**src/rtl/hazard_scoreboard.sv**
```systemverilog
// Scoreboard of in-flight destination registers feeding the EX forwarding selects and the IF/ID load-use stall.
// Define HAZARD_STATS_EN to add the saturating stall_count_o statistics output.
module hazard_scoreboard #(
    parameter int unsigned NUM_SRC    = 2,
    parameter int unsigned DEPTH      = 2,
    parameter int unsigned REG_ADDR_W = 5,
    parameter int unsigned LOAD_READY = 2,
    parameter int unsigned SEL_W      = $clog2(DEPTH + 1)
) (
    input  logic                          clk_i,
    input  logic                          rst_ni,
    input  logic                          id_valid_i,
    input  logic [NUM_SRC*REG_ADDR_W-1:0] id_rs_i,
    input  logic [NUM_SRC-1:0]            id_rs_used_i,
    input  logic [REG_ADDR_W-1:0]         id_rd_i,
    input  logic                          id_rd_we_i,
    input  logic                          id_is_load_i,
    input  logic                          flush_i,
    input  logic                          hold_i,
    output logic                          stall_o,
    output logic [NUM_SRC*SEL_W-1:0]      ex_fwd_sel_o
`ifdef HAZARD_STATS_EN
    ,
    output logic [31:0]                   stall_count_o
`endif
);

    logic                  ent_we [0:DEPTH];
    logic [REG_ADDR_W-1:0] ent_rd [0:DEPTH];
    logic                  ent_ld [0:DEPTH];
    logic [REG_ADDR_W-1:0] ex_rs  [0:NUM_SRC-1];
    logic                  issue;

    assign issue = id_valid_i & ~flush_i & ~stall_o;

    always_ff @(posedge clk_i or negedge rst_ni) begin
        if (!rst_ni) begin
            for (int unsigned k = 0; k <= DEPTH; k++) begin
                ent_we[k] <= 1'b0;
                ent_rd[k] <= '0;
                ent_ld[k] <= 1'b0;
            end
            for (int unsigned j = 0; j < NUM_SRC; j++) begin
                ex_rs[j] <= '0;
            end
        end else if (!hold_i) begin
            for (int unsigned k = 1; k <= DEPTH; k++) begin
                ent_we[k] <= ent_we[k-1];
                ent_rd[k] <= ent_rd[k-1];
                ent_ld[k] <= ent_ld[k-1];
            end
            if (issue) begin
                // x0 writes are dropped here so no consumer can ever forward from them
                ent_we[0] <= id_rd_we_i & (id_rd_i != '0);
                ent_rd[0] <= id_rd_i;
                ent_ld[0] <= id_is_load_i;
                for (int unsigned j = 0; j < NUM_SRC; j++) begin
                    ex_rs[j] <= id_rs_used_i[j] ? id_rs_i[j*REG_ADDR_W +: REG_ADDR_W] : '0;
                end
            end else begin
                ent_we[0] <= 1'b0;
                ent_rd[0] <= '0;
                ent_ld[0] <= 1'b0;
                for (int unsigned j = 0; j < NUM_SRC; j++) begin
                    ex_rs[j] <= '0;
                end
            end
        end
    end

    // Loads in stages below LOAD_READY-1 cannot yet supply data to the next EX cycle.
    always_comb begin
        stall_o = 1'b0;
        if (id_valid_i && !flush_i) begin
            for (int unsigned j = 0; j < NUM_SRC; j++) begin
                if (id_rs_used_i[j] && (id_rs_i[j*REG_ADDR_W +: REG_ADDR_W] != '0)) begin
                    for (int unsigned k = 0; k + 1 < LOAD_READY; k++) begin
                        if (ent_we[k] && ent_ld[k] &&
                            (ent_rd[k] == id_rs_i[j*REG_ADDR_W +: REG_ADDR_W])) begin
                            stall_o = 1'b1;
                        end
                    end
                end
            end
        end
    end

    // Scanning oldest to youngest lets the youngest matching producer overwrite older ones.
    always_comb begin
        ex_fwd_sel_o = '0;
        for (int unsigned j = 0; j < NUM_SRC; j++) begin
            if (ex_rs[j] != '0) begin
                for (int unsigned k = DEPTH; k >= 1; k--) begin
                    if (ent_we[k] && (ent_rd[k] == ex_rs[j])) begin
                        ex_fwd_sel_o[j*SEL_W +: SEL_W] = SEL_W'(k);
                    end
                end
            end
        end
    end

`ifdef HAZARD_STATS_EN
    always_ff @(posedge clk_i or negedge rst_ni) begin
        if (!rst_ni) begin
            stall_count_o <= '0;
        end else if (stall_o && !hold_i && (stall_count_o != '1)) begin
            stall_count_o <= stall_count_o + 32'd1;
        end
    end
`endif

endmodule
```
**config.mk**
```make
export PLATFORM = sky130hd
export DESIGN_NAME = hazard_scoreboard
export DESIGN_NICKNAME = d
export VERILOG_FILES = /design/src/rtl/hazard_scoreboard.sv
export SDC_FILE = /design/constraint.sdc
export NUM_CORES = 1
export LEC_CHECK = 0
export CORE_MARGIN = 2
export CORE_UTILIZATION = 40
export DETAILED_ROUTE_END_ITERATION = 6
export DONT_BUFFER_PORTS = 1
export GPL_TIMING_DRIVEN = 0
export PLACE_DENSITY_LB_ADDON = 0.08
export SLEW_MARGIN = 20
export SYNTH_ARGS = -nofsm -noshare
export SYNTH_HDL_FRONTEND = slang
export SYNTH_SLANG_ARGS = --single-unit
export TNS_END_PERCENT = 5
```
**constraint.sdc**
```tcl
create_clock -name clk_i -period 2.6 [get_ports clk_i]
set_input_delay 0.26 -clock clk_i [delete_from_list [all_inputs] [get_ports clk_i]]
set_output_delay 0.26 -clock clk_i [all_outputs]
set_load 0.02 [all_outputs]
```
## Word level (Yosys, flattened, before mapping)

Cells that the tools add are included.

- Bits in registers: 29
- Word-level logic and storage cells: 53

- Equality and inequality tests: 6
- Multiplexer cells: 17
- Bitwise gates (word level): 5
- Reductions and logical operators: 16

Operators with widths:

| kind | count |
|---|---|
| == test 5 bit | 6 |
| nonzero test 5 bit | 5 |
| two-way mux 5 bit | 3 |
| two-way mux 2 bit | 6 |
| logical AND 1 bit | 10 |
| two-way mux 10 bit | 1 |
| two-way mux 1 bit | 7 |
| bitwise AND 1 bit | 3 |
| NOT 1 bit | 2 |
| logical NOT 1 bit | 1 |

## Longest topological paths before layout

Gate-level depths: netlist (run 1).

- Word-level depth: 10
- Gate-level depth with buffers: 6
- Gate-level depth less buffers: 5

## Least setup slack after synthesis (run 1)

OpenSTA, ideal clock, no wires.

- Kind: register to output
- Start point: reg ent_rd[13] in the netlist's numbering
- End point: out stall_o
- Arrival time: 1.688 ns
- Slack: 0.652 ns
- Cell stages (with the launch flop): 7
- Buffers on the path: 1
- Path through: dfrtp_1 xnor2_1 nand3_1 a2111oi_1 a31oi_2 buf_6 nor2_1

- Longest elaborated chain between the ends: 7

RTL lines:

| what | RTL line | source |
|---|---|---|
| from (decl) | 29 | `logic [REG_ADDR_W-1:0] ent_rd [0:DEPTH];` |
| from (signal, indexed assignment) | 49 | `ent_rd[k] <= ent_rd[k-1];` |
| == test 5 bit | 79 | `(ent_rd[k] == id_rs_i[j*REG_ADDR_W +: REG_ADDR_W])) begin` |
| logical AND 1 bit | 78 | `if (ent_we[k] && ent_ld[k] &&` |
| two-way mux 1 bit | 78 |  |
| two-way mux 1 bit | 76 | `if (id_rs_used_i[j] && (id_rs_i[j*REG_ADDR_W +: REG_ADDR_W] != '0)) begin` |
| two-way mux 1 bit | 78 |  |
| two-way mux 1 bit (*) | 76 |  |
| two-way mux 1 bit (*) | 74 | `if (id_valid_i && !flush_i) begin` |
| to (decl) | 20 | `output logic stall_o,` |

Every way passes the cells marked *; elsewhere a longest branch is shown, timed or not.

## Final worst setup path (run 1)

- Start point: reg ent_rd[10] in the netlist's numbering
- End point: out stall_o

The elaborated chain is that of the path after synthesis.

==> results of run 1 <==
## layout make-up
type	instances	area, µm²	area share
Multi-Input combinational cell	98	801	0.455
Sequential cell	29	726	0.413
Clock buffer	7	96.3	0.0548
Tap cell	48	60.1	0.0341
Timing Repair Buffer	4	45.0	0.0256
Buffer	5	26.3	0.0149
Clock inverter	1	5.00	0.00284
## critical path: stages (launching register included)
cell and delay (ns):
sky130_fd_sc_hd__dfrtp_1 0.47, sky130_fd_sc_hd__xor2_1 0.18, sky130_fd_sc_hd__a2111oi_1 0.46, sky130_fd_sc_hd__a31oi_2 0.22, sky130_fd_sc_hd__buf_6 0.19, sky130_fd_sc_hd__nor2_1 0.31
## stage by stage
step                      hold WS (ns)  area, µm²
after global placement         -0.0350       1610
final                            0.139       1760
after CTS                        0.131       1740
after global routing             0.125       1760
after floorplan                -0.0356       1550
after detailed placement       -0.0350       1610
## where the power goes
| group | leakage (µW) | switching [µW] | total, µW | internal, µW |
|---|---|---|---|---|
| sequential | 0.000394 | 39.1 | 518 | 479 |
| combinational | 0.000388 | 55.4 | 122 | 66.8 |
| clock | 0.0000542 | 166 | 405 | 239 |
## cell usage in the layout (no fill, tap or decap)
cell type / instances
sky130_fd_sc_hd__o41ai_1: 2
sky130_fd_sc_hd__clkbuf_1: 2
sky130_fd_sc_hd__nand3_1: 4
sky130_fd_sc_hd__dfrtp_1: 29
sky130_fd_sc_hd__or3_1: 1
sky130_fd_sc_hd__xnor2_1: 8
sky130_fd_sc_hd__a22o_2: 6
sky130_fd_sc_hd__xor2_1: 18
sky130_fd_sc_hd__buf_12: 1
sky130_fd_sc_hd__o311a_1: 1
sky130_fd_sc_hd__nand2b_1: 1
sky130_fd_sc_hd__dlygate4sd3_1: 1
sky130_fd_sc_hd__clkbuf_8: 7
sky130_fd_sc_hd__o21a_1: 2
sky130_fd_sc_hd__a31oi_2: 1
sky130_fd_sc_hd__buf_6: 1
sky130_fd_sc_hd__nor3_1: 2
sky130_fd_sc_hd__a211oi_1: 2
sky130_fd_sc_hd__and3_1: 8
sky130_fd_sc_hd__clkinv_2: 1
sky130_fd_sc_hd__a2111oi_2: 1
sky130_fd_sc_hd__a32o_1: 11
sky130_fd_sc_hd__or4_1: 2
sky130_fd_sc_hd__buf_4: 2
sky130_fd_sc_hd__nor3b_1: 1
sky130_fd_sc_hd__buf_1: 2
sky130_fd_sc_hd__nor2_1: 6
sky130_fd_sc_hd__a2111oi_1: 1
sky130_fd_sc_hd__mux2_2: 12
sky130_fd_sc_hd__nor4_1: 2
sky130_fd_sc_hd__nand2_1: 6
## sequential cells by signal, indices dropped and copies added (netlist names)
signal,count
ent_rd,15
ex_rs,10
ent_we,3
ent_ld,1
## routing by layer
metal / routed length, µm / global-route usage
met5: 0 / 0
met3: 177 / 0.0647
met2: 1740 / 0.309
met4: 18 / 0.0536
met1: 1650 / 0.244
## kinds of logic (layout without fill, tap and decap cells)
logic type / after synthesis / in the layout / synth area share
simple gates: 33 / 33 / 0.112
flops: 29 / 29 / 0.469
compound gates: 27 / 27 / 0.168
xor+xnor: 26 / 26 / 0.147
mux: 12 / 12 / 0.0873
buf+inv: 5 / 17 / 0.0170
## worst max path at each step
stage	startpoint	to	slack [ns]	cells past startpoint
after detailed placement	ent_rd[10]	stall_o	0.31	6
after global placement	ent_rd[11]	stall_o	0.28	6
after CTS	ent_rd[10]	stall_o	0.06	5
final	ent_rd[10]	stall_o	0.24	5
after global routing	ent_rd[10]	stall_o	0.09	6
after floorplan	ent_rd[13]	stall_o	0.65	6
## what timing repair did
action	CTS	global route
hold buffers	2	0
pin swaps	0	1
endpoints found under the hold margin	29	0
endpoints found under the setup margin	1	1
setup buffers	0	2
gates cloned	0	0
gates resized for setup	1	0
==> impl_results.html, run 1 <==
<table>
<tr><th>Metric</th><th>Value</th></tr>
<tr><th colspan="2">Outcome</th></tr>
<tr><td>Result of the run</td><td>finished clean</td></tr>
<tr><th colspan="2">STA</th></tr>
<tr><td>Maximum clock rate</td><td>0.424 GHz</td></tr>
<tr><td>Clock tree skew after final layout</td><td>0.00721 ns</td></tr>
<tr><td>Min Clock Period, post-route</td><td>2.36 ns</td></tr>
<tr><td>Post-route clock period utilization</td><td>0.908</td></tr>
<tr><td>Tightest slew margin relative to the limit</td><td>0.529</td></tr>
<tr><td>Setup repair after global routing missed its margin</td><td>false</td></tr>
<tr><td>Number of hold violations in the final report</td><td>0</td></tr>
<tr><td>Worst Tran Pin Value</td><td>0.702 ns</td></tr>
<tr><td>Total Neg Setup Slack</td><td>0 ns</td></tr>
<tr><td>Count of final max-slew check failures</td><td>0</td></tr>
<tr><td>Fin worst setup slack</td><td>0.240 ns</td></tr>
<tr><td>Setup-violating endpoint count in the final report</td><td>0</td></tr>
<tr><th colspan="2">Worst setup path</th></tr>
<tr><td>Worst R2R Start</td><td>ent_rd[10]</td></tr>
<tr><td>Worst R2R Setup Slack</td><td>0.70 ns</td></tr>
<tr><td>Worst setup path class</td><td>reg -&gt; out</td></tr>
<tr><td>Endpoint required time on the critical path</td><td>2.34 ns</td></tr>
<tr><td>CP max FO</td><td>10</td></tr>
<tr><td>Worst Setup End Kind</td><td>output port</td></tr>
<tr><td>Number of cell instances on the worst register-to-register path</td><td>5</td></tr>
<tr><td>Endpoint of the worst register-to-register path</td><td>ex_rs[3]</td></tr>
<tr><td>Arrival time of the worst setup path</td><td>2.10 ns</td></tr>
<tr><td>Critical Path Start Type</td><td>flop</td></tr>
<tr><th colspan="2">Clock tree</th></tr>
<tr><td>Clk sink count</td><td>29</td></tr>
<tr><td>Number of levels in the clock H-tree</td><td>2</td></tr>
<tr><td>Clock edge transition at the registers on the reported setup and hold paths</td><td>0.06 ns</td></tr>
<tr><td>Clock latency at the later pin of the worst-skew pair</td><td>0.28 ns</td></tr>
<tr><td>Clock tree from TritonCTS</td><td>yes</td></tr>
<tr><td>Inserted Clock Buffers</td><td>5</td></tr>
<tr><td>Cell chosen for the clock root</td><td>sky130_fd_sc_hd__clkbuf_8</td></tr>
<tr><td>Maximum count of clock buffers along a single path</td><td>2</td></tr>
<tr><th colspan="2">Power</th></tr>
<tr><td>Maximum resistive drop on vdd</td><td>0.295 mV</td></tr>
<tr><td>LEAKAGE</td><td>0.000836 µW</td></tr>
<tr><td>Post-layout power</td><td>1050 µW</td></tr>
<tr><td>Cell Pwr Density</td><td>594 mW/mm²</td></tr>
<tr><th colspan="2">Placement</th></tr>
<tr><td>Routability congestion estimate from global placement</td><td>0.765</td></tr>
<tr><td>Port-buffer cells</td><td>0</td></tr>
<tr><td>Post-Place Worst Slack</td><td>0.308 ns</td></tr>
<tr><td>HPWL after detailed placement</td><td>2.65 mm</td></tr>
<tr><td>Dpl cells</td><td>180</td></tr>
<tr><th colspan="2">Min path</th></tr>
<tr><td>Hold Path Sink</td><td>ent_ld[2]</td></tr>
<tr><td>Worst Hold Class</td><td>in -&gt; reg</td></tr>
<tr><td>HP Start</td><td>id_is_load_i</td></tr>
<tr><td>Min-Delay Path Depth</td><td>1</td></tr>
<tr><th colspan="2">Global routing</th></tr>
<tr><td>Gr ovfl total</td><td>0</td></tr>
<tr><td>Number of global-route vias before repair</td><td>1199</td></tr>
<tr><td>GRT Overall Usage</td><td>0.192</td></tr>
<tr><td>Maximum number of pins on one net before global-route repair</td><td>30</td></tr>
<tr><td>First-pass GRT wire length</td><td>6.10 mm</td></tr>
<tr><td>Number of antenna violations at the first check in global routing</td><td>0</td></tr>
<tr><th colspan="2">Drt</th></tr>
<tr><td>First-pass detailed-route iteration total</td><td>4</td></tr>
<tr><td>Number of antenna-violating nets in the routed design</td><td>0</td></tr>
<tr><td>DRC Markers</td><td>0</td></tr>
<tr><td>Overall routed net length</td><td>3.58 mm</td></tr>
<tr><td>Initial DRC Count</td><td>54</td></tr>
<tr><td>Routed length per placed instance</td><td>18.7 µm</td></tr>
<tr><td>Detailed-route vias per instance</td><td>5.73</td></tr>
<tr><td>Detailed-route via count</td><td>1100</td></tr>
<tr><th colspan="2">Synthesis</th></tr>
<tr><td>Cell Area, Synth</td><td>0.00155 mm²</td></tr>
<tr><td>List of most frequent post-synthesis cells</td><td>sky130_fd_sc_hd__dfrtp_1 (29), sky130_fd_sc_hd__xor2_1 (18), sky130_fd_sc_hd__mux2_2 (12)</td></tr>
<tr><td>Main synth FF type</td><td>sky130_fd_sc_hd__dfrtp_1</td></tr>
<tr><td>Cell accounting for the most synthesized area</td><td>sky130_fd_sc_hd__dfrtp_1</td></tr>
<tr><td>Part of the Yosys area used for sequential elements</td><td>0.469</td></tr>
<tr><td>Ranking of synthesized cells by area</td><td>sky130_fd_sc_hd__dfrtp_1 (47%), sky130_fd_sc_hd__xor2_1 (10%), sky130_fd_sc_hd__mux2_2 (8.7%)</td></tr>
<tr><td>Total of flip-flops plus latches after synthesis</td><td>29</td></tr>
<tr><td>Share of the synthesized area in the top cell type</td><td>0.469</td></tr>
<tr><td>Post-synth net total</td><td>156</td></tr>
<tr><td>Mean instance size in the synthesized netlist</td><td>11.7 µm²</td></tr>
<tr><td>Most repeated cell in the gate-level netlist after synthesis</td><td>sky130_fd_sc_hd__dfrtp_1</td></tr>
<tr><td>Post-synthesis instance total</td><td>132</td></tr>
<tr><td>Async set-reset flop share out of synthesis</td><td>1.00</td></tr>
<tr><td>Distinct cell type count of the synthesized netlist</td><td>25</td></tr>
<tr><td>EDFF count, synth</td><td>0</td></tr>
<tr><td>Warnings, synthesis</td><td>0</td></tr>
<tr><th colspan="2">Floorplan</th></tr>
<tr><td>Die Area</td><td>0.00438 mm²</td></tr>
<tr><td>Core region area</td><td>0.00369 mm²</td></tr>
<tr><td>Starting density of the core</td><td>0.420</td></tr>
<tr><td>Rows</td><td>22</td></tr>
<tr><td>Horizontal die dimension</td><td>66.2 µm</td></tr>
<tr><td>Vertical extent of the die</td><td>66.2 µm</td></tr>
<tr><td>Num ports</td><td>29</td></tr>
<tr><th colspan="2">Cells and area</th></tr>
<tr><td>Number of inserted diodes</td><td>0</td></tr>
<tr><td>Ratio of cells with drive above 1 in the final layout</td><td>0.222</td></tr>
<tr><td>Syn-to-layout area delta</td><td>13.7%</td></tr>
<tr><td>Final cell count without fillers</td><td>192</td></tr>
<tr><td>Number of filler cells placed in the layout</td><td>365</td></tr>
<tr><td>Util after Layout</td><td>0.477</td></tr>
<tr><td># nets final</td><td>167</td></tr>
<tr><th colspan="2">Flow run</th></tr>
<tr><td>Max capacitance violation total</td><td>0</td></tr>
</table>
Note: power is estimated with default switching activity, not from simulation.
==> run 2, diff against run 1 <==
--- a/config.mk
+++ b/config.mk
@@ -11,6 +11,7 @@
 export DONT_BUFFER_PORTS = 1
 export GPL_TIMING_DRIVEN = 0
 export PLACE_DENSITY_LB_ADDON = 0.08
+export RECOVER_POWER = 100
 export SLEW_MARGIN = 20
 export SYNTH_ARGS = -nofsm -noshare
 export SYNTH_HDL_FRONTEND = slang
==> run 2 against run 1 <==
- the run now ends with capacitance limit, slew limit left
- clock power about the same
- die area stayed put
- wire length rose by 0.34%
- register-to-register slack got worse by 0.14 ns
- highest routed layer unchanged
==> impl_results.html, run 2 (synthesized netlist as in run 1, its figures left out) <==
<table>
<tr><th>Metric</th><th>Value</th></tr>
<tr><th colspan="2">Cells and area</th></tr>
<tr><td>Non-Filler Cell Area, Final</td><td>0.00173 mm²</td></tr>
<tr><td>Number of inserted diodes</td><td>0</td></tr>
<tr><td>Multi-input gate area</td><td>795 µm²</td></tr>
<tr><td>Syn-to-layout area delta</td><td>12.0%</td></tr>
<tr><td>Highest-count cells in the layout ignoring fill and taps</td><td>sky130_fd_sc_hd__dfrtp_1 (29), sky130_fd_sc_hd__xor2_1 (18), sky130_fd_sc_hd__mux2_2 (12)</td></tr>
<tr><td>Number of flip-flops under the largest register name</td><td>15</td></tr>
<tr><td>Reg area</td><td>726 µm²</td></tr>
<tr><td>Most common cell after layout, fill and taps aside</td><td>sky130_fd_sc_hd__dfrtp_1</td></tr>
<tr><td>Ratio of cells with drive above 1 in the final layout</td><td>0.201</td></tr>
<tr><td># nets final</td><td>167</td></tr>
<tr><td>Largest Register</td><td>ent_rd</td></tr>
<tr><td>Number of filler cells placed in the layout</td><td>367</td></tr>
<tr><td>Largest registers ranked by flip-flop count</td><td>ent_rd x15, ex_rs x10, ent_we x3</td></tr>
<tr><th colspan="2">Worst setup path</th></tr>
<tr><td>Endpoint of the worst register-to-register path</td><td>ex_rs[3]</td></tr>
<tr><td>Worst setup path class</td><td>reg -&gt; out</td></tr>
<tr><td>Arrival time of the worst setup path</td><td>2.10 ns</td></tr>
<tr><td>Endpoint required time on the critical path</td><td>2.34 ns</td></tr>
<tr><td>Critical path cell sequence</td><td>xnor2_1, nand3_1, a2111oi_2, a31oi_1, buf_6, nor2_1</td></tr>
<tr><td>Worst R2R Setup Slack</td><td>0.56 ns</td></tr>
<tr><td>Critical Path Start Type</td><td>flop</td></tr>
<tr><td>Number of cell instances on the worst register-to-register path</td><td>5</td></tr>
<tr><td>Crit path largest cell delay</td><td>0.47 ns</td></tr>
<tr><td>Cell type of the slowest stage on the worst timing path</td><td>sky130_fd_sc_hd__dfrtp_1</td></tr>
<tr><td>Worst R2R Start</td><td>ent_rd[10]</td></tr>
<tr><td>CP max FO</td><td>10</td></tr>
<tr><td>Worst Setup End Kind</td><td>output port</td></tr>
<tr><th colspan="2">Placement</th></tr>
<tr><td>Cell area after placement</td><td>0.00161 mm²</td></tr>
<tr><td>Post-Place Worst Slack</td><td>0.308 ns</td></tr>
<tr><td>HPWL after detailed placement</td><td>2.65 mm</td></tr>
<tr><td>Port-buffer cells</td><td>0</td></tr>
<tr><td>Routability congestion estimate from global placement</td><td>0.765</td></tr>
<tr><th colspan="2">STA</th></tr>
<tr><td>Fin worst setup slack</td><td>0.244 ns</td></tr>
<tr><td>Setup repair after global routing missed its margin</td><td>false</td></tr>
<tr><td>Min Clock Period, post-route</td><td>2.36 ns</td></tr>
<tr><td>Clock tree skew after final layout</td><td>0.00683 ns</td></tr>
<tr><td>Number of hold violations in the final report</td><td>0</td></tr>
<tr><td>Tightest slew margin relative to the limit</td><td>-0.0363</td></tr>
<tr><td>Worst Tran Pin Value</td><td>1.55 ns</td></tr>
<tr><td>Maximum clock rate</td><td>0.425 GHz</td></tr>
<tr><td>Post-route clock period utilization</td><td>0.906</td></tr>
<tr><td>Total Neg Setup Slack</td><td>0 ns</td></tr>
<tr><td>Count of final max-slew check failures</td><td>30</td></tr>
<tr><td>Setup-violating endpoint count in the final report</td><td>0</td></tr>
<tr><th colspan="2">Floorplan</th></tr>
<tr><td>Vertical extent of the die</td><td>66.2 µm</td></tr>
<tr><td>Horizontal die dimension</td><td>66.2 µm</td></tr>
<tr><td>Rows</td><td>22</td></tr>
<tr><td>Core region area</td><td>0.00369 mm²</td></tr>
<tr><td>Num ports</td><td>29</td></tr>
<tr><td>Starting density of the core</td><td>0.420</td></tr>
<tr><td>Die Area</td><td>0.00438 mm²</td></tr>
<tr><th colspan="2">Clock tree</th></tr>
<tr><td>Maximum count of clock buffers along a single path</td><td>2</td></tr>
<tr><td>Clock edge transition at the registers on the reported setup and hold paths</td><td>0.06 ns</td></tr>
<tr><td>Clock tree from TritonCTS</td><td>yes</td></tr>
<tr><td>Number of levels in the clock H-tree</td><td>2</td></tr>
<tr><td>Cell chosen for the clock root</td><td>sky130_fd_sc_hd__clkbuf_8</td></tr>
<tr><td>Clk sink count</td><td>29</td></tr>
<tr><td>Inserted Clock Buffers</td><td>5</td></tr>
<tr><td>Clock latency at the later pin of the worst-skew pair</td><td>0.28 ns</td></tr>
<tr><th colspan="2">Drt</th></tr>
<tr><td>Overall routed net length</td><td>3.59 mm</td></tr>
<tr><td>First-pass detailed-route iteration total</td><td>4</td></tr>
<tr><td>Number of antenna-violating nets in the routed design</td><td>0</td></tr>
<tr><td>Initial DRC Count</td><td>66</td></tr>
<tr><td>Detailed-route vias per instance</td><td>5.76</td></tr>
<tr><td>DRC Markers</td><td>0</td></tr>
<tr><td>Routed length per placed instance</td><td>18.7 µm</td></tr>
<tr><td>Detailed-route via count</td><td>1106</td></tr>
<tr><th colspan="2">Global routing</th></tr>
<tr><td>First-pass GRT wire length</td><td>6.10 mm</td></tr>
<tr><td>Gr ovfl total</td><td>0</td></tr>
<tr><td>Number of global-route vias before repair</td><td>1199</td></tr>
<tr><td>GRT Overall Usage</td><td>0.192</td></tr>
<tr><td>Number of antenna violations at the first check in global routing</td><td>0</td></tr>
<tr><td>Maximum number of pins on one net before global-route repair</td><td>30</td></tr>
<tr><th colspan="2">Power</th></tr>
<tr><td>Maximum resistive drop on vdd</td><td>0.294 mV</td></tr>
<tr><td>LEAKAGE</td><td>0.000824 µW</td></tr>
<tr><td>Cell Pwr Density</td><td>601 mW/mm²</td></tr>
<tr><th colspan="2">Outcome</th></tr>
<tr><td>Result of the run</td><td>finished, violations left</td></tr>
<tr><td>Failing checks</td><td>capacitance limit, slew limit</td></tr>
<tr><th colspan="2">Min path</th></tr>
<tr><td>Hold Path Sink</td><td>ent_ld[2]</td></tr>
<tr><td>Worst Hold Class</td><td>in -&gt; reg</td></tr>
<tr><td>Min-Delay Path Depth</td><td>1</td></tr>
<tr><td>HP Start</td><td>id_is_load_i</td></tr>
<tr><th colspan="2">Flow run</th></tr>
<tr><td>Max capacitance violation total</td><td>1</td></tr>
</table>
[run 2: cell count changes in the layout (fill, tap and decap cells not counted)]
cell | before | now
sky130_fd_sc_hd__buf_1 | 2 | 0
sky130_fd_sc_hd__a31oi_1 | 0 | 1
sky130_fd_sc_hd__buf_4 | 2 | 1
sky130_fd_sc_hd__buf_12 | 1 | 0
sky130_fd_sc_hd__clkbuf_1 | 2 | 6
sky130_fd_sc_hd__a31oi_2 | 1 | 0
[run 2: worst max-delay path by stage]
stage                         end  cells past startpoint       start
after floorplan           stall_o                      6  ent_rd[13]
after global placement    stall_o                      6  ent_rd[11]
after detailed placement  stall_o                      6  ent_rd[10]
after CTS                 stall_o                      5  ent_rd[10]
after global routing      stall_o                      6  ent_rd[10]
final                     stall_o                      6  ent_rd[10]
[run 2: where the power goes]
group | switching [µW] | internal (µW)
registers | 39.1 | 479
logic | 54.7 | 63.9
clock network | 165 | 239
[run 2: per-stage QoR]
| stage | hold slack [ns] | std cells | util | total power, µW |
|---|---|---|---|---|
| after floorplan | -0.0356 | 132 | - | 608 |
| after global placement | -0.0350 | 180 | 0.436 | 633 |
| after detailed placement | -0.0350 | 180 | 0.436 | 636 |
| after CTS | 0.131 | 190 | 0.473 | 1070 |
| after global routing | 0.125 | 192 | 0.470 | 1100 |
| final | 0.139 | 192 | 0.470 | 1040 |
[run 2: cell type report]
class | instances | area share
Buffer | 5 | 0.0152
Tap cell | 48 | 0.0347
Clock buffer | 7 | 0.0556
Multi-Input combinational cell | 98 | 0.458
Clock inverter | 1 | 0.00289
Timing Repair Buffer | 4 | 0.0144
Sequential cell | 29 | 0.419
[run 2: repair_timing]
action,in CTS,in global routing
resized for setup,1,0
pin swaps,0,1
setup buffers,0,2
endpoints found under the hold margin,29,0
endpoints found under the setup margin,1,1
hold buffers,2,0
[run 2: routing by layer]
metal	part of all wire	up-vias	GRT usage
li1	-	522	-
met1	0.44	551	0.244
met2	0.50	30	0.309
met3	0.052	3	0.0647
met4	0.0053	0	0.0536
met5	0	-	0
[run 2: worst max-delay path, delay by kind of cell, from the launching register on]
kind | cells | cell delay [ns]
buf+inv | 1 | 0.20
simple gates | 2 | 0.42
xor+xnor | 1 | 0.19
flops | 1 | 0.47
compound gates | 2 | 0.54
==> variant 1 (config.mk and constraints of run 1) <==
Add a define of `HAZARD_STATS_EN`.
--- a/src/rtl/hazard_scoreboard.sv
+++ b/src/rtl/hazard_scoreboard.sv
@@ -1,5 +1,7 @@
 // Scoreboard of in-flight destination registers feeding the EX forwarding selects and the IF/ID load-use stall.
 // Define HAZARD_STATS_EN to add the saturating stall_count_o statistics output.
+`define HAZARD_STATS_EN
+
 module hazard_scoreboard #(
     parameter int unsigned NUM_SRC    = 2,
     parameter int unsigned DEPTH      = 2,
Behaviour (old outputs only; new: stall_count_o): unchanged (Yosys induction, for registers that start in step).
==> variant 1 against run 1 <==
Wire length grew 120%. Synthesized area grew 110%. Total power grew 97%. Sequential cell count grew 32. Design area grew 100%. Final cell count grew 110%. Setup slack lost 0.013 ns.
==> variant 1: results (changes against run 1) <==
Met2 GRT Util: 30.6% (was 30.9%)
Logic inverters: 1 (was 0)
GRT met1 Usage: 25.0% (was 24.4%)
Post-synthesis xor/xnor area fraction: 16.1% (was 14.7%)
Number of global-route vias before repair: 2452 (was 1199)
WL final: 7910 um (was 3580 um)
GRT Resource Usage Total: 19.6% (was 19.2%)
Outcome: complete, no violations (unchanged)
Worst-path fanout max: 14 (was 10)
Yosys reg bits: 61 (was 29)
CTS H-tree depth: 3 (was 2)
Hold endpoint: ent_rd[14] (was ent_ld[2])
Met2 wire len: 3770 um (was 1740 um)
Final Skew: 0.0120 ns (was 0.00721 ns)
Worst reg2reg endpoint: stall_count_o[24] (was ex_rs[3])
Complex-gate fraction of the synthesized area: 5.83% (was 16.8%)
Synthesized-area fraction occupied by adder cells: 0.389% (was 0%)
Largest family of logic cells by synthesized area: simple AND/OR/NAND/NOR gates (was compound AO/OA/AOI/OAI gates)
WHS: 0.0402 ns (was 0.139 ns)
Fmax: 421 MHz (was 424 MHz)
Sequential fraction of total cell area: 42.4% (was 41.3%)
Wire per inst: 19.2 um (was 18.7 um)
CTS Buf Count: 9 (was 5)
Multiplexer share of the synthesized area: 4.66% (was 8.73%)
Synth top cells by count: dfrtp_1 (61), xor2_1 (41), nand2_1 (20), nor3_1 (19), xnor2_1 (18) (was dfrtp_1 (29), xor2_1 (18), mux2_2 (12), a32o_1 (11))
Nets: 330 (was 167)
Reg area: 1530 um2 (was 726 um2)
Placed instance area: 3350 um2 (was 1610 um2)
Clock buffers: 10 (was 7)
Worst-Margin Slew: 0.997 ns (was 0.702 ns)
Via Count: 2318 (was 1100)
Pre-CTS WS: 0.0545 ns (was 0.308 ns)
Leak: 0.00167 uW (was 0.000836 uW)
Area occupied by multi-input gates: 1630 um2 (was 801 um2)
Fraction of area in non-clock buffers: 3.02% (was 4.05%)
Clock Latency Late Sink: 0.34 ns (was 0.28 ns)
Worst vdd ir: 0.353 mV (was 0.295 mV)
Mapped Cells: 293 (was 132)
Cells on worst reg2reg path: 8 (was 5)
Final core occ: 46.4% (was 47.7%)
ClkCell Share: 5.77% (was 5.76%)
Register-to-Register Setup Slack: 0.24 ns (was 0.70 ns)
Share of layout cells above drive strength 1: 17.7% (was 22.2%)
Worst-path clk slew: 0.08 ns (was 0.06 ns)
Iter 0 DRT Violations: 61 (was 54)
-- variant 1: cell types whose count changed after synthesis, moves of 6 or more --
cell,change
a22o_1,+6
a22o_2,-6
dfrtp_1,+32
nand2_1,+14
nand3_1,+11
nand4_1,+16
nor2_1,+10
nor3_1,+17
nor4_2,+12
xnor2_1,+10
xor2_1,+23
-- variant 1: worst max-delay path, delay by kind of cell (launching register included) --
family / cells / cell delay, ns
flops: 1 / 0.47
simple gates: 3 / 0.57
xor+xnor: 1 / 0.19
buf+inv: 1 / 0.15
compound gates: 1 / 0.39
-- variant 1: where the power goes --
part | total [uW] | internal (uW) | switching [uW]
registers | 1020 | 975 | 41.0
clock network | 894 | 477 | 417
logic | 146 | 73.8 | 72.0
total | 2060 | 1530 | 530
-- variant 1: timing repair --
action | 4_1_cts | 5_1_grt
resized for setup | 2 | 1
pin swaps | 1 | 0
hold buffers | 2 | 0
endpoints found under the hold margin | 61 | 0
setup endpoints to repair | 1 | 10
==> variant 2 (settings of run 1) <==
Without the edit above. The parameter `DEPTH` goes from 2 to 4.
--- a/src/rtl/hazard_scoreboard.sv
+++ b/src/rtl/hazard_scoreboard.sv
@@ -2,7 +2,7 @@
 // Define HAZARD_STATS_EN to add the saturating stall_count_o statistics output.
 module hazard_scoreboard #(
     parameter int unsigned NUM_SRC    = 2,
-    parameter int unsigned DEPTH      = 2,
+    parameter int unsigned DEPTH      = 4,
     parameter int unsigned REG_ADDR_W = 5,
     parameter int unsigned LOAD_READY = 2,
     parameter int unsigned SEL_W      = $clog2(DEPTH + 1)
Interface: changed (resized ex_fwd_sel_o); port bits go from 29 to 31. No check against the original RTL was run, so the function may have changed too.
==> variant 2 against run 1 <==
Synthesized cell count is 52% higher. Synthesized area is 47% higher. Sequential share of layout area is 1.1 points lower. Total power is 48% higher. Wire length is 53% higher. Critical path type unchanged. Global-route usage is 0.24 points lower. Sequential cell count is 12 higher. First-iteration DRC count is 59% higher. Design area is 45% higher. Setup slack worse by 0.097 ns.
==> variant 2: results (changes against run 1) <==
Routability cong.: 0.802 (was 0.765)
PD cells: 604 nW/um2 (was 594 nW/um2)
Number of global-route vias before repair: 1733 (was 1199)
Net Sw Frac: 26.9% (was 24.9%)
Share of layout cells above drive strength 1: 22.4% (was 22.2%)
Final core occ: 46.4% (was 47.7%)
Iter 0 DRT Violations: 86 (was 54)
Crit path DAT: 2.20 ns (was 2.10 ns)
Syn avg cell area: 11.4 um2 (was 11.7 um2)
Pre-CTS WS: 0.254 ns (was 0.308 ns)
Largest registers: ent_rd (25), ex_rs (10), ent_we (5) (was ent_rd (15), ex_rs (10), ent_we (3))
Max stage delay on crit path: 0.50 ns (was 0.47 ns)
Detailed placement HPWL: 4010 um (was 2650 um)
Fillers: 508 (was 365)
Post-Place Cells: 272 (was 180)
Leak: 0.00123 uW (was 0.000836 uW)
Placed instance area: 2370 um2 (was 1610 um2)
Sequential share of power: 48.8% (was 49.6%)
Outcome: complete, no violations (unchanged)
Nets: 233 (was 167)
Post-route insts no fill: 282 (was 192)
Worst-Margin Slew: 0.605 ns (was 0.702 ns)
Pin count of the biggest net entering global routing: 42 (was 30)
Worst-path clk slew: 0.08 ns (was 0.06 ns)
Largest cells by area after synthesis: dfrtp_1 (45%), xor2_1 (13%), mux2_2 (12%), xnor2_1 (5.4%), a32o_1 (4.8%) (was dfrtp_1 (47%), xor2_1 (10%), mux2_2 (8.7%), a32o_1 (7.1%), xnor2_1 (4.5%))
Yosys warning count: 0 (unchanged)
First-pass GRT wire length: 9070 um (was 6100 um)
Reg-to-Reg Start: ent_rd[20] (was ent_rd[10])
Hold Path Origin: id_rs_i[9] (was id_is_load_i)
Wire per inst: 19.4 um (was 18.7 um)
Worst vdd ir: 0.230 mV (was 0.295 mV)
Clock group power: 534 uW (was 405 uW)
Avg Vias per Cell: 5.73 (about the same)
Synth top cells by count: dfrtp_1 (41), xor2_1 (34), mux2_2 (24), clkbuf_1 (16), xnor2_1 (14) (was dfrtp_1 (29), xor2_1 (18), mux2_2 (12), a32o_1 (11))
Final Skew: 0.00381 ns (was 0.00721 ns)
Clock tree buffer depth: 2 (unchanged)
Sequential share of the synthesized area: 45.0% (was 46.9%)
Cell variety after synth: 26 (was 25)
GRT Resource Usage Total: 18.9% (was 19.2%)
[variant 2: logic make-up (layout without fill, tap and decap cells)]
| kind of cell | after synthesis | in the layout | share of synthesized area, % |
|---|---|---|---|
| xor+xnor | 48 | 48 | 18.4 |
| simple gates | 45 | 45 | 11.1 |
| flops | 41 | 41 | 45.0 |
| compound gates | 25 | 25 | 10.5 |
| mux | 24 | 24 | 11.8 |
| buf+inv | 17 | 27 | 3.13 |
[variant 2: area by class of cell]
cell class	count	area share [%]
Timing Repair Buffer	2	1.18
Sequential cell	41	40.2
Buffer	17	2.79
Clock buffer	7	3.38
Clock inverter	1	1.18
Multi-Input combinational cell	142	47.8
Tap cell	72	3.53
[variant 2: routing by layer]
layer / GRT usage [%] / routed length, um
met5: 0 / 0
met2: 30.1 / 2590
met4: 9.31 / 163
met3: 4.64 / 276
met1: 24.0 / 2450
[variant 2: final timing paths]
| check | to | slack [ns] | cells past startpoint |
|---|---|---|---|
| setup / recovery | stall_o | 0.14 | 5 |
| hold / removal | ex_rs[4] | 0.13 | 1 |
| setup reg to reg | ex_rs[0] | 0.55 | 5 |
| hold reg to reg | ent_ld[4] | 0.56 | 1 |
| max in group asynchronous | ent_we[4] | 1.97 | 2 |
| min in group asynchronous | ex_rs[7] | 0.43 | 2 |
[variant 2: repair_timing]
action / in CTS / in global routing
cloned: 0 / 0
setup endpoints to repair: 4 / 3
hold buffers: 2 / 0
hold endpoints to repair: 41 / 0
resized for setup: 4 / 3
[variant 2: worst reg2reg max path: cells and delay by family (launching register included)]
| kind | cells | cell delay, ns |
|---|---|---|
| flip-flops | 1 | 0.47 |
| buffers and inverters | 1 | 0.23 |
| AO/OA/AOI/OAI | 4 | 1.29 |
